File: src/rtl/hls_mon_pkg.sv
// Shared types and frame-geometry helpers for the HLS output monitor.
package hls_mon_pkg;

  typedef enum logic [1:0] {
    ST_IDLE  = 2'd0,
    ST_LOAD  = 2'd1,
    ST_SHIFT = 2'd2,
    ST_NEXT  = 2'd3
  } mon_state_e;

  localparam int HDR_W = 8;

  function automatic int frame_bits(input int cnt_w, input int data_w, input bit hdr_en);
    return cnt_w + data_w + (hdr_en ? HDR_W : 0);
  endfunction

  function automatic int frame_beats(input int cnt_w, input int data_w, input bit hdr_en,
                                     input int out_w);
    return frame_bits(cnt_w, data_w, hdr_en) / out_w;
  endfunction

endpackage

File: src/rtl/hls_mon_ch_acc.sv
// One channel's running write count / modular data sum, plus the snapshot taken at ap_done.
module hls_mon_ch_acc #(
  parameter int CNT_W  = 16,
  parameter int DATA_W = 32
) (
  input  logic              ap_clk,
  input  logic              ap_rst_n,
  input  logic              write,
  input  logic [DATA_W-1:0] din,
  input  logic              clear,
  input  logic              snap_en,
  output logic [CNT_W-1:0]  snap_cnt,
  output logic [DATA_W-1:0] snap_sum
);

  logic [CNT_W-1:0]  cnt;
  logic [CNT_W-1:0]  cnt_nxt;
  logic [DATA_W-1:0] sum;
  logic [DATA_W-1:0] sum_nxt;

  // A write coinciding with clear still belongs to the ending execution, so the
  // snapshot takes the post-write values.
  always_comb begin
    cnt_nxt = cnt;
    sum_nxt = sum;
    if (write) begin
      sum_nxt = sum + din;
      if (cnt != '1) begin
        cnt_nxt = cnt + 1'b1;
      end
    end
  end

  always_ff @(posedge ap_clk or negedge ap_rst_n) begin
    if (!ap_rst_n) begin
      cnt      <= '0;
      sum      <= '0;
      snap_cnt <= '0;
      snap_sum <= '0;
    end else begin
      if (clear) begin
        cnt <= '0;
        sum <= '0;
      end else begin
        cnt <= cnt_nxt;
        sum <= sum_nxt;
      end
      if (snap_en) begin
        snap_cnt <= cnt_nxt;
        snap_sum <= sum_nxt;
      end
    end
  end

endmodule

File: src/rtl/hls_out_monitor.sv
// Taps every output channel of the HLS kernel, accumulates per-execution count/sum and
// streams the snapshot out in OUT_W-bit beats. Define MON_FRAME_HDR_EN to add a frame header.
//
// state | meaning
// IDLE  | no dump in progress, waiting for ap_done
// LOAD  | load frame of channel ch_idx into the shift register
// SHIFT | present top beat, advance on dump_ready
// NEXT  | step to next channel, or wrap to channel 0 and go idle
module hls_out_monitor
  import hls_mon_pkg::*;
#(
  parameter int NUM_CH     = 8,
  parameter int DATA_W     = 32,
  parameter int CNT_W      = 16,
  parameter int EXE_W      = 6,
  parameter int EXE_TARGET = 2,
  parameter int OUT_W      = 4
) (
  input  logic                     ap_clk,
  input  logic                     ap_rst_n,
  input  logic [NUM_CH-1:0]        ch_write,
  input  logic [NUM_CH*DATA_W-1:0] ch_din,
  input  logic                     ap_done,
  input  logic                     dump_ready,
  output logic [OUT_W-1:0]         data_out,
  output logic                     data_valid,
  output logic                     busy,
  output logic [EXE_W-1:0]         exe_cnt,
  output logic                     overrun,
  output logic                     finish
);

`ifdef MON_FRAME_HDR_EN
  localparam bit HDR_EN = 1'b1;
`else
  localparam bit HDR_EN = 1'b0;
`endif

  localparam int CH_W    = (NUM_CH > 1) ? $clog2(NUM_CH) : 1;
  localparam int FRAME_W = frame_bits(CNT_W, DATA_W, HDR_EN);
  localparam int BEATS   = frame_beats(CNT_W, DATA_W, HDR_EN, OUT_W);
  localparam int BC_W    = (BEATS > 1) ? $clog2(BEATS) : 1;

  localparam logic [1:0] S_IDLE  = ST_IDLE;
  localparam logic [1:0] S_LOAD  = ST_LOAD;
  localparam logic [1:0] S_SHIFT = ST_SHIFT;
  localparam logic [1:0] S_NEXT  = ST_NEXT;

  localparam logic [CH_W-1:0]  LAST_CH    = CH_W'(NUM_CH - 1);
  localparam logic [BC_W-1:0]  BEAT_LAST  = BC_W'(BEATS - 1);
  localparam logic [EXE_W-1:0] EXE_TGT    = EXE_W'(EXE_TARGET);

  logic [1:0]         state;
  logic [CH_W-1:0]    ch_idx;
  logic [BC_W-1:0]    beat_left;
  logic [FRAME_W-1:0] shreg;
  logic [FRAME_W-1:0] frame_load;
  logic               snap_en;

  logic [CNT_W-1:0]   snap_cnt [NUM_CH];
  logic [DATA_W-1:0]  snap_sum [NUM_CH];

  // A dump in flight keeps its snapshot; a late ap_done only flags overrun.
  assign snap_en = ap_done && (state == S_IDLE);

  for (genvar g = 0; g < NUM_CH; g++) begin : g_ch
    hls_mon_ch_acc #(
      .CNT_W  (CNT_W),
      .DATA_W (DATA_W)
    ) u_acc (
      .ap_clk   (ap_clk),
      .ap_rst_n (ap_rst_n),
      .write    (ch_write[g]),
      .din      (ch_din[g*DATA_W +: DATA_W]),
      .clear    (ap_done),
      .snap_en  (snap_en),
      .snap_cnt (snap_cnt[g]),
      .snap_sum (snap_sum[g])
    );
  end

`ifdef MON_FRAME_HDR_EN
  logic [3:0] dump_exe;

  // Index of the execution being dumped is the pre-increment count.
  always_ff @(posedge ap_clk or negedge ap_rst_n) begin
    if (!ap_rst_n) begin
      dump_exe <= '0;
    end else if (snap_en) begin
      dump_exe <= 4'(exe_cnt);
    end
  end

  assign frame_load = {dump_exe, 4'(ch_idx), snap_cnt[ch_idx], snap_sum[ch_idx]};
`else
  assign frame_load = {snap_cnt[ch_idx], snap_sum[ch_idx]};
`endif

  always_ff @(posedge ap_clk or negedge ap_rst_n) begin
    if (!ap_rst_n) begin
      state     <= S_IDLE;
      ch_idx    <= '0;
      beat_left <= '0;
      shreg     <= '0;
    end else begin
      case (state)
        S_IDLE: begin
          if (snap_en) begin
            state <= S_LOAD;
          end
        end
        S_LOAD: begin
          shreg     <= frame_load;
          beat_left <= BEAT_LAST;
          state     <= S_SHIFT;
        end
        S_SHIFT: begin
          if (dump_ready) begin
            shreg <= shreg << OUT_W;
            if (beat_left == '0) begin
              state <= S_NEXT;
            end else begin
              beat_left <= beat_left - 1'b1;
            end
          end
        end
        S_NEXT: begin
          if (ch_idx == LAST_CH) begin
            ch_idx <= '0;
            state  <= S_IDLE;
          end else begin
            ch_idx <= ch_idx + 1'b1;
            state  <= S_LOAD;
          end
        end
        default: state <= S_IDLE;
      endcase
    end
  end

  always_ff @(posedge ap_clk or negedge ap_rst_n) begin
    if (!ap_rst_n) begin
      exe_cnt <= '0;
      overrun <= 1'b0;
      finish  <= 1'b0;
    end else begin
      if (ap_done && (exe_cnt != '1)) begin
        exe_cnt <= exe_cnt + 1'b1;
      end
      if (ap_done && (state != S_IDLE)) begin
        overrun <= 1'b1;
      end
      if ((state == S_IDLE) && !ap_done && (exe_cnt >= EXE_TGT)) begin
        finish <= 1'b1;
      end
    end
  end

  assign data_out   = shreg[FRAME_W-1 -: OUT_W];
  assign data_valid = (state == S_SHIFT);
  assign busy       = (state != S_IDLE);

endmodule

File: config.mk
export PLATFORM = sky130hd
export DESIGN_NAME = hls_out_monitor
export DESIGN_NICKNAME = d
export VERILOG_FILES = /design/src/rtl/hls_mon_pkg.sv /design/src/rtl/hls_mon_ch_acc.sv /design/src/rtl/hls_out_monitor.sv
export SDC_FILE = /design/constraint.sdc
export NUM_CORES = 2
export LEC_CHECK = 0
export BUFFER_PORTS_ARGS = -buffer_cell sky130_fd_sc_hd__buf_2
export CORE_MARGIN = 2
export CORE_UTILIZATION = 60
export DETAILED_ROUTE_END_ITERATION = 6
export PLACE_DENSITY = 0.86
export SKIP_CTS_REPAIR_TIMING = 1
export SKIP_LAST_GASP = 1
export SYNTH_ARGS = -nofsm -noshare
export SYNTH_HDL_FRONTEND = slang
export SYNTH_SLANG_ARGS = --single-unit
File: constraint.sdc
create_clock -name ap_clk -period 3.7 [get_ports ap_clk]
set_input_delay 0.74 -clock ap_clk [delete_from_list [all_inputs] [get_ports ap_clk]]
set_output_delay 0.74 -clock ap_clk [all_outputs]
set_load 0.01 [all_outputs]
==> results.toml <==
[status]
outcome = "completed"

[critical_path]
crit_fanout = 2
cp.required_ns = 4.21
reg2reg_slack_ns = 0.19
arrival_ns = 4.03
start_kind = "flop"
endpoint_kind = "flop"
setup.worst_path.class = "flop to flop"

[yosys]
syn_inst = 5108
seq_area_frac_synth = 0.432
synth_top_area_frac = 0.432
muxShareOfSynthArea = 0.105
syn_area_sq_mm = 0.0482
synth_area_leader_cell = "dfrtp_1"
ys_ff_latch = 833
synth-async-reset-ratio = 1.00
synth-simple-area-share = 0.149
synth.area.top_cells = "dfrtp_1 (43%), ha_1 (6.9%), o21ai_0 (6.2%), nand2_1 (5.3%), mux2i_1 (5.0%)"
synth_top_cells_by_count = "dfrtp_1 (833), nand2_1 (681), o21ai_0 (600)"
syn-num-nets = 5650
synth_edf_count = 0
yosysWarnings = 0
synth_compound_area_frac = 0.157
synth_top_family_by_area = "compound AO/OA/AOI/OAI gates"
yosysMostFrequentCell = "dfrtp_1"
avgSynthCellArea_sq_um = 9.44
ys.flop_type = "dfrtp_1"
synthAdderAreaFrac = 0.0723
synth.distinct_cells = 76
synthXorXnorAreaFrac = 0.0577

[sta]
tns_ns = 0
fmax_mhz = 285
worst_pin_slew_ns = 0.959
finClkSkew_ns = 0.0230
rsz0062_at_grt = "yes"
finalSetupViolations = 0
period_needed_ns = 3.51
setup_ws_ns = 0.187
hold_viol_final = 0
fin_crit_sh = 0.950
slew_headroom = 0.354
slew_viol_final = 0

[placed_design]
pre_cts_slack_ns = -0.228
io_buffers = 281
dp_cells = 6336
gp_congestion = 0.987
dp.final_hpwl_mm = 102

[floorplan]
pin_count = 282
design.die.area_sq_mm = 0.0827
die_x_microns = 288
die_h_microns = 288
rows = 103
start_util = 0.609
core_area_sq_mm = 0.0793

[cts]
clockBufferDepth = 3
clockRootBuffer = "clkbuf_16"
cts_tree = "built"
numCtsBuffers = 86
cts_sinks = 833
clk_latency_ns = 0.66
cts.clk_slew.worst_paths_ns = 0.06
cts_max_level = 3

[drt]
route.met3.wl_mm = 12.4
wire_per_inst_microns = 21.7
firstDrtPassIters = 6
ant_nets = 0
vias = 40706
drt-met1-wl_mm = 56.4
via_per_inst = 6.26
drt-total-wl_mm = 141
highest_layer = "met4"
met2_length_mm = 64.3
drcViolationCount = 0
drt_iter0_drc = 3897

[finish]
fill_cells = 5757
fin_nets = 5916
syn_to_final_growth_pct = 12.6
layout-drive-gt1-share = 0.138
utilization = 0.685
instances_no_fill = 6503

[power]
ir_worst_vdd_mv = 0.414
p_per_area_mw_per_mm2 = 660
power_leakage_uw = 0.0261
p_total_uw = 35900

[grt]
antenna_found_initial = 12
track_usage = 0.340
grt_pass1_wl_mm = 220
grt-ovfl-total = 0
grt_max_degree = 164
grt_pass1_vias = 39646

[run]
drv_cap = 0

[worst_hold_path]
hold_class = "input pin to async pin"
[worst max-delay path, stage by stage (launching register included)]
cell and delay [ns]:
dfrtp_1 0.36, ha_1 0.30, buf_4 0.16, a211oi_1 0.08
nor4_1 0.58, nor4b_1 0.13, buf_4 0.17, o31a_1 0.34
o31ai_4 0.25, a2111oi_0 0.18, or4_1 0.43, nand3_1 0.11
xnor2_1 0.15, o21ai_0 0.12
[registers in the layout, summed over array words and instances (netlist names)]
register / flops
beat_left: 4
ch_idx: 3
exe_cnt: 6
finish: 1
g_ch.u_acc.cnt: 128
g_ch.u_acc.snap_cnt: 128
g_ch.u_acc.snap_sum: 256
g_ch.u_acc.sum: 256
overrun: 1
shreg: 48
state: 2
[routing by layer]
metal / track usage / vias up
li1: - / 18651
met1: 0.458 / 19832
met2: 0.523 / 1845
met3: 0.0607 / 378
met4: 0.188 / 0
met5: 0 / -
[through the flow]
step	hold slack, ns	instance area, sq um
after global placement	0.434	51400
after CTS	0.112	54300
after global routing	0.119	54300
after floorplan	0.440	48200
final	0.0718	54300
after detailed placement	0.439	51400
[area by class of cell]
class | instances | area (sq um) | area share
repair buffers | 435 | 2780 | 0.0512
flip-flops and latches | 833 | 20900 | 0.384
clock buffers | 121 | 2500 | 0.0460
inverters | 79 | 297 | 0.00546
well taps | 1050 | 1310 | 0.0242
clock inverters | 35 | 410 | 0.00756
multi-input cells | 3939 | 26100 | 0.481
diodes | 11 | 27.5 | 0.000507
[cells by family after synthesis]
group	after synthesis
adders and majority gates	274
and+or+nand+nor	1662
muxes	382
AOI/OAI and AO/OA	1303
buffers and inverters	336
xor gates and xnor gates	318
DFF	833
[power breakdown]
group | internal (uW) | leakage [uW] | switching [uW] | total (uW)
clock network | 5160 | 0.00142 | 3850 | 9020
logic | 5550 | 0.0137 | 7640 | 13200
registers | 11400 | 0.0110 | 2260 | 13700
[layout by cell type, fill, tap and decap left out, drive strengths merged, types with 9 or more instances in the layout]
master | Yosys | layout
mux2i | 239 | 239
xnor2 | 168 | 168
dfrtp | 833 | 833
nor3 | 39 | 39
inv | 78 | 83
a21oi | 325 | 325
clkbuf | 221 | 121
o21bai | 27 | 27
o211ai | 13 | 13
o21a | 26 | 26
mux2 | 47 | 47
a31oi | 32 | 32
nor2b | 35 | 35
nand3 | 105 | 105
nand2b | 30 | 30
clkinv | 1 | 18
nand4 | 69 | 69
and3 | 56 | 56
mux4 | 96 | 96
buf | 36 | 435
or2 | 10 | 10
a21o | 133 | 133
o21ai | 604 | 604
nand2 | 681 | 681
o31ai | 20 | 20
a211oi | 22 | 22
ha | 266 | 266
and4 | 14 | 14
or3 | 10 | 10
nor2 | 566 | 566
diode | 0 | 11
a221oi | 9 | 9
and2 | 15 | 15
xor2 | 150 | 150
[worst paths after layout]
path	start	end	cells after the start
max in group asynchronous	ap_rst_n	g_ch[7].u_acc.cnt[2]	3
min in group ap_clk	overrun	overrun	1
worst max register to register	g_ch[7].u_acc.sum[0]	g_ch[7].u_acc.snap_sum[31]	13
worst min-delay path	ap_rst_n	exe_cnt[0]	1
worst max-delay path	g_ch[7].u_acc.sum[0]	g_ch[7].u_acc.snap_sum[31]	13
worst min register to register	overrun	overrun	1
(Power assumes the default switching activity.)
